**src/rtl/run_ctrl.sv**
```systemverilog
// Run/stop controller: debounced RUN/STOP/STEP buttons, instruction-boundary
// start/stop, HLT handling and a completed-instruction counter.
module run_ctrl #(
  parameter int DEB_CYCLES = 4
) (
  input  logic        clk,
  input  logic        rst,
  input  logic        btn_run,
  input  logic        btn_stop,
  input  logic        btn_step,
  input  logic        t7,
  input  logic        hlt_req,
  output logic        halt,
  output logic        running,
  output logic        step_done,
  output logic [15:0] cyc_cnt
);

  localparam logic [7:0] DEB_LAST = 8'(DEB_CYCLES - 1);

  typedef enum logic [1:0] {
    S_IDLE,
    S_RUN,
    S_STEP,
    S_HALTED
  } state_e;

  logic [1:0] rs_q;
  logic       rst_n;

  // Asynchronous assert, synchronous release
  always_ff @(posedge clk or negedge rst) begin
    if (!rst) rs_q <= 2'b00;
    else      rs_q <= {rs_q[0], 1'b1};
  end

  assign rst_n = rs_q[1];

  logic [2:0] btn;
  logic [2:0] s1_q;
  logic [2:0] s2_q;
  logic [2:0] deb_q;
  logic [2:0] debd_q;
  logic [7:0] cnt_q [3];

  assign btn = {btn_step, btn_stop, btn_run};

  always_ff @(posedge clk or negedge rst_n) begin
    if (!rst_n) begin
      s1_q   <= '0;
      s2_q   <= '0;
      deb_q  <= '0;
      debd_q <= '0;
      for (int i = 0; i < 3; i++) cnt_q[i] <= '0;
    end else begin
      s1_q   <= btn;
      s2_q   <= s1_q;
      debd_q <= deb_q;
      for (int i = 0; i < 3; i++) begin
        if (s2_q[i] == deb_q[i]) begin
          cnt_q[i] <= '0;
        end else if (cnt_q[i] == DEB_LAST) begin
          deb_q[i] <= s2_q[i];
          cnt_q[i] <= '0;
        end else begin
          cnt_q[i] <= cnt_q[i] + 8'd1;
        end
      end
    end
  end

  logic [2:0] ev;
  logic       ev_stop;
  logic       ev_step;
  logic       ev_run;

  // STOP > STEP > RUN
  assign ev      = deb_q & ~debd_q;
  assign ev_stop = ev[1];
  assign ev_step = ev[2] & ~ev[1];
  assign ev_run  = ev[0] & ~ev[1] & ~ev[2];

  state_e      state_q, state_d;
  logic        pend_q, pend_d;
  logic        halt_q, halt_d;
  logic        run_q, run_d;
  logic        done_q, done_d;
  logic [15:0] cyc_q, cyc_d;
  logic        bnd;

  assign bnd = t7 & ~halt_q;

  always_ff @(posedge clk or negedge rst_n) begin
    if (!rst_n) begin
      state_q <= S_IDLE;
      pend_q  <= 1'b0;
      halt_q  <= 1'b1;
      run_q   <= 1'b0;
      done_q  <= 1'b0;
      cyc_q   <= '0;
    end else begin
      state_q <= state_d;
      pend_q  <= pend_d;
      halt_q  <= halt_d;
      run_q   <= run_d;
      done_q  <= done_d;
      cyc_q   <= cyc_d;
    end
  end

  always_comb begin
    state_d = state_q;
    unique case (state_q)
      S_IDLE: begin
        unique case (1'b1)
          ev_step: state_d = S_STEP;
          ev_run:  state_d = S_RUN;
          default: state_d = S_IDLE;
        endcase
      end
      S_RUN: begin
        if (bnd && hlt_req)
          state_d = S_HALTED;
        else if (bnd && (pend_q || ev_stop))
          state_d = S_IDLE;
      end
      S_STEP: begin
        if (bnd)
          state_d = hlt_req ? S_HALTED : S_IDLE;
      end
      S_HALTED: state_d = S_HALTED;
      default:  state_d = S_IDLE;
    endcase
  end

  always_comb begin
    halt_d = (state_d == S_IDLE) || (state_d == S_HALTED);
    run_d  = (state_d == S_RUN) || (state_d == S_STEP);
    done_d = (state_q == S_STEP) && bnd && !hlt_req;
    pend_d = (state_q == S_RUN) && (state_d == S_RUN)
           && (pend_q || ev_stop);
    cyc_d  = bnd ? cyc_q + 16'd1 : cyc_q;
  end

  assign halt      = halt_q;
  assign running   = run_q;
  assign step_done = done_q;
  assign cyc_cnt   = cyc_q;

endmodule
```
**config.mk**
```make
export PLATFORM = sky130hd
export DESIGN_NAME = run_ctrl
export DESIGN_NICKNAME = d
export VERILOG_FILES = /design/src/rtl/run_ctrl.sv
export SDC_FILE = /design/constraint.sdc
export NUM_CORES = 1
export LEC_CHECK = 0
export ABC_AREA = 1
export BUFFER_PORTS_ARGS = -buffer_cell sky130_fd_sc_hd__buf_2
export CAP_MARGIN = 0
export CORE_MARGIN = 4
export CORE_UTILIZATION = 40
export CTS_CLUSTER_DIAMETER = 30
export DETAILED_ROUTE_END_ITERATION = 12
export PLACE_DENSITY = 0.59
export SETUP_SLACK_MARGIN = 0.5
export SLEW_MARGIN = 20
export SYNTH_ARGS = -nofsm -noshare
export SYNTH_HDL_FRONTEND = slang
export SYNTH_SLANG_ARGS = --single-unit
```
**constraint.sdc**
```tcl
create_clock -name clk -period 2.2 [get_ports clk]
set_clock_uncertainty 0.1 [all_clocks]
set_input_delay 0.44 -clock clk [delete_from_list [all_inputs] [get_ports clk]]
set_output_delay 0.44 -clock clk [all_outputs]
set_load 0.05 [all_outputs]
```
### Word level (Yosys, flattened, before mapping)

Index checks and enable logic that the tools add are counted.

* add/subtract/negate cells: 4
* multiply operators: 0
* divide/modulo/power cells: 0
* $lt $le $gt $ge: 0
* equal/unequal tests: 12
* shifts and indexed selects: 0
* mux-type cells: 12
* bitwise logic cells: 12
* reductions and logical operators: 15

Operators by type and width (number)
* 8-bit 2-to-1 mux: 6
* 8-bit by 1-bit adder with 8-bit output (second input constant): 3
* 8-bit by 2-bit == test with 1-bit output (second input constant): 3
* 16-bit by 1-bit adder with 16-bit output (second input constant): 1
* 2-bit == test (second input constant): 4
* 2-bit 2-to-1 mux: 4
* 2-bit one-hot mux with 4 select lines: 1
* 1-bit logical AND: 6
* 1-bit inverter: 6
* 2-bit AND reduction: 3
* 1-bit AND: 4
* 2-bit by 1-bit == test with 1-bit output (second input constant): 2
* 2-bit zero test: 2
* 2-bit one-hot mux with 2 select lines: 1
* 3-bit AND: 1
* 1-bit == test: 3
* 1-bit logical OR: 3
* 3-bit inverter: 1
* 1-bit zero test: 1

* bits in registers: 60
* latch bits: 0
* bits in writable memories: 0
* memory bits (read-only): 0
* bits of input ports: 7
* output and inout bits: 19
* word-level logic and storage cells: 71
* memories kept: 0

### Longest topological paths before layout

* depth after elaboration: 10
* gate-level depth with buffers: 10
* gate-level depth less buffers: 10

### Least setup slack after synthesis

OpenSTA, ideal clock, no wires.

* path type: reg2reg
* start: reg cyc_q[0], in the netlist cyc_cnt[0]
* end: reg cyc_q[6], in the netlist cyc_cnt[6]
* library setup time: 0.143 ns
* data arrival time: 1.479 ns
* required time: 1.957 ns
* setup slack: 0.478 ns
* stages on the path, launching flop included: 6
* buffers on the path: 0
* period minus slack after synthesis: 1.722 ns
* path through: dfrtp_1 -> ha_1 -> nand3_1 -> nor2_2 -> nand3_1 -> xnor2_1

* longest elaborated chain between the ends: 1

Ends and longest elaborated chain
* start, declared: RTL line 88 `logic [15:0] cyc_q, cyc_d;`
* start signal, assigned: RTL line 107 `cyc_q <= cyc_d;`
* 16-bit by 1-bit adder with 16-bit output: RTL line 142 `cyc_d = bnd ? cyc_q + 16'd1 : cyc_q;`

No other way between the ends.
A chain may end at the register's enable or synchronous reset.

### Final worst setup path

* start: reg halt_q, in the netlist halt
* end: out halt

RTL lines
* start, declared: RTL line 85 `logic halt_q, halt_d;`
* start signal, assigned: RTL line 104 `halt_q <= halt_d;`
* end, declared: RTL line 13 `output logic halt,`

No word-level cell between the ends.

==> flow_summary_export.csv <==
group,metric,value,unit
worst_setup_path,endpoint_kind,"primary output",
timing,rsz0062_at_grt,"no",
clock_tree,tritoncts,"yes",
worst_setup_path,r2r_cells,8,
worst_setup_path,path_depth,1,
route,ant_nets,0,
grt,grt_overflow,0,
worst_setup_path,cp-endpoint,"halt",
power_and_ir_drop,p_sw,710,µW
place,place_hpwl,3.40,mm
power_and_ir_drop,power_frac_comb,12.9,%
timing,finalMaxSlewViolations,0,
yosys,ys_warn_count,0,
worst_setup_path,reg2reg_setup_slack,630,ps
yosys,synth.distinct_cells,26,
finish,final_common_cell,"nand2_1",
yosys,synth_fp_nets,306,
worst_setup_path,crit_buf_inv,1,
finish,drive_gt1_share,18.2,%
finish,num_antenna_cells,0,
flow_run,cap_violations,0,
die,core,6460,µm²
yosys,synth.top_cell.area_share,54.5,%
route,wl_per_cell,11.3,µm
worst_setup_path,worst_path_dominant_cell_family,"flip-flops",
yosys,ys_ff_latch,60,
clock_tree,h-tree-depth,3,
worst_setup_path,cp.arrival,1100,ps
route,drtPass1Iterations,4,
worst_hold_path,hold_path.class,"in2reg",
yosys,syn_inst,294,
clock_tree,clockRootBuffer,"clkbuf_8",
place,routabilityCongestion,0.797,
finish,layoutNonFillerInstCount,417,
worst_setup_path,crit_slowest_cell,"dfstp_2",
timing,fmax,609,MHz
die,dieArea,8150,µm²
status,status,"complete, no violations",
route,drc,0,
die,dieWidth,90.3,µm
power_and_ir_drop,power_density,804,nW/µm²
power_and_ir_drop,pwr-share-seq,51.6,%
route,dr.first_iter.drc_count,101,
timing,post-route-period-util,74.6,%
worst_setup_path,cp-start-kind,"register",
die,ios,26,
power_and_ir_drop,switching_share,27.9,%
power_and_ir_drop,p_int,1840,µW
worst_setup_path,crit_type,"reg2out",
finish,nets,347,
yosys,avgSynthCellArea,9.21,µm²
yosys,syn_area,2710,µm²
worst_setup_path,r2r-start,"halt",
grt,grt_max_degree,59,
route,via_per_inst,4.76,
grt,grt_util_all_layers,13.6,%
timing,tns,0,ps
grt,antenna_found_initial,0,
finish,fillers,620,
clock_tree,clk_latency,340,ps
worst_setup_path,path_max_fanout,3,
clock_tree,path_clk_slew,60,ps
timing,finalHoldViolations,0,
yosys,synth.yosys.seq_area_share,55.5,%
timing,setup_viol,0,
die,die_h,90.3,µm
timing,period_minus_slack,1640,ps
finish,syn_to_final_growth,17.0,%
worst_setup_path,critPathMaxStageDelay,560,ps
worst_setup_path,cp-startpoint,"halt",
worst_setup_path,cp.required,1660,ps
power_and_ir_drop,pwr-share-clk,35.5,%
die,initial_utilization,41.9,%
yosys,synth.area.top_cells,"dfrtp_1, nand2_1, inv_1",
power_and_ir_drop,p_leak,0.00156,µW
finish,layout_common_cells,"nand2_1, dfrtp_1, inv_1",
place,portBuffers,25,
worst_setup_path,crit_chain,"buf_4",
clock_tree,clockBufferDepth,2,
clock_tree,clock_sinks,60,
worst_setup_path,r2r-end,"running",
route,vias,1987,
route,wl,4.73,mm
grt,grt_pass1_vias,1983,
power_and_ir_drop,vdd_drop_max,0.372,mV
yosys,synth.largest_area_cell,"dfrtp_1",
die,num_rows,29,
place,dp.cells,397,
clock_tree,cts-buffers-inserted,9,
grt,grt_pass1_wl,8.97,mm
Yosys cell counts:
library cell  count
nor2_4            6
a31oi_1           2
o21ai_1           1
dfrtp_1          59
conb_1            1
nor3b_1           2
nand4_1          15
nor2_1           36
xnor2_1           6
o21ai_2           1
nand3_2           4
dfstp_2           1
nand2_2           1
nand3b_1          3
inv_1            45
nor4_1            1
inv_2             2
nor3_1            3
o211ai_1          1
nor2_2            3
nand2_1          61
nand3_1          10
o21ai_0           7
xor2_1           14
ha_1              5
a21oi_1           4
sequential cells by signal (all words and copies together) (netlist names):
name and count:
cnt_q 24, debd_q 3, pend_q 1, running 1, s2_q 3, halt 1
s1_q 3, cyc_cnt 16, rs_q 2, state_q 2, step_done 1, deb_q 3
worst register-to-register path, stage by stage (launching register included):
cell and delay [ps]:
dfstp_2 560, nor2_4 60, buf_4 140, nand2_1 70, nand2_1 70, o21ai_2 60, inv_1 60, ha_1 290
inv_1 40
metrics by stage:
stage / utilization (%) / power, µW / hold slack [ps] / setup WS [ps] / cell area (µm²)
after floorplan: - / 1580 / 44.4 / 522 / 2710
after global placement: 45.7 / 1660 / 126 / 499 / 2950
after detailed placement: 45.7 / 1670 / 126 / 393 / 2950
after CTS: 48.7 / 2600 / 94.3 / 537 / 3150
after global routing: 49.1 / 2720 / 100 / 514 / 3170
final: 49.1 / 2550 / 111 / 558 / 3170
cell families (layout without fill, tap and decap cells):
| logic type | count (synthesis) | after routing | synth area share (%) |
|---|---|---|---|
| buffers and inverters | 47 | 93 | 6.51 |
| DFF | 60 | 60 | 55.5 |
| xor gates and xnor gates | 20 | 20 | 6.47 |
| and+or+nand+nor | 145 | 145 | 25.8 |
| AOI/OAI and AO/OA | 16 | 16 | 3.28 |
| other | 1 | 1 | 0.138 |
| adders and majority gates | 5 | 5 | 2.31 |
layout make-up:
type                       count  area (µm²)  share of cell area (%)
clock buffer                  15         176                    5.57
clock inverter                 1        5.00                   0.158
inverter                      47         176                    5.57
multi-input combinational    187        1030                    32.5
sequential                    60        1510                    47.5
tap                           77        96.3                    3.04
timing repair buffer          30         180                    5.68
repair_timing:
item,4_1_cts,5_1_grt
endpoints found under the hold margin,2,0
pin swaps,0,1
buffers inserted,0,3
gates resized for setup,1,0
endpoints found under the setup margin,1,3
hold buffers,1,0
worst min path at each step:
stage,start,to,slack [ps],cells past startpoint
2_1_floorplan,rst,rs_q[0],40,0
3_5_place_dp,rst,rs_q[0],130,1
6_report,btn_step,s1_q[2],110,1
5_1_grt,btn_stop,s1_q[1],100,1
3_3_place_gp,rst,rs_q[0],130,1
4_1_cts,btn_step,s1_q[2],90,1
routing by layer:
metal  up-vias  global-route usage, %  wire [µm]
met1       945                   17.4       2210
met3         9                   3.08        157
li1       1007                      -          -
met5         -                      0          0
met4         0                   8.42        142
met2        26                   20.7       2220
power by group through the flow:
stage	Clock, µW	Combinational [µW]	Sequential (µW)
6_report	904	330	1320
5_1_grt	993	398	1330
4_1_cts	943	341	1320
3_5_place_dp	0	339	1340
3_3_place_gp	0	329	1330
2_1_floorplan	0	244	1340
Note: power is estimated with default switching activity, not from simulation.
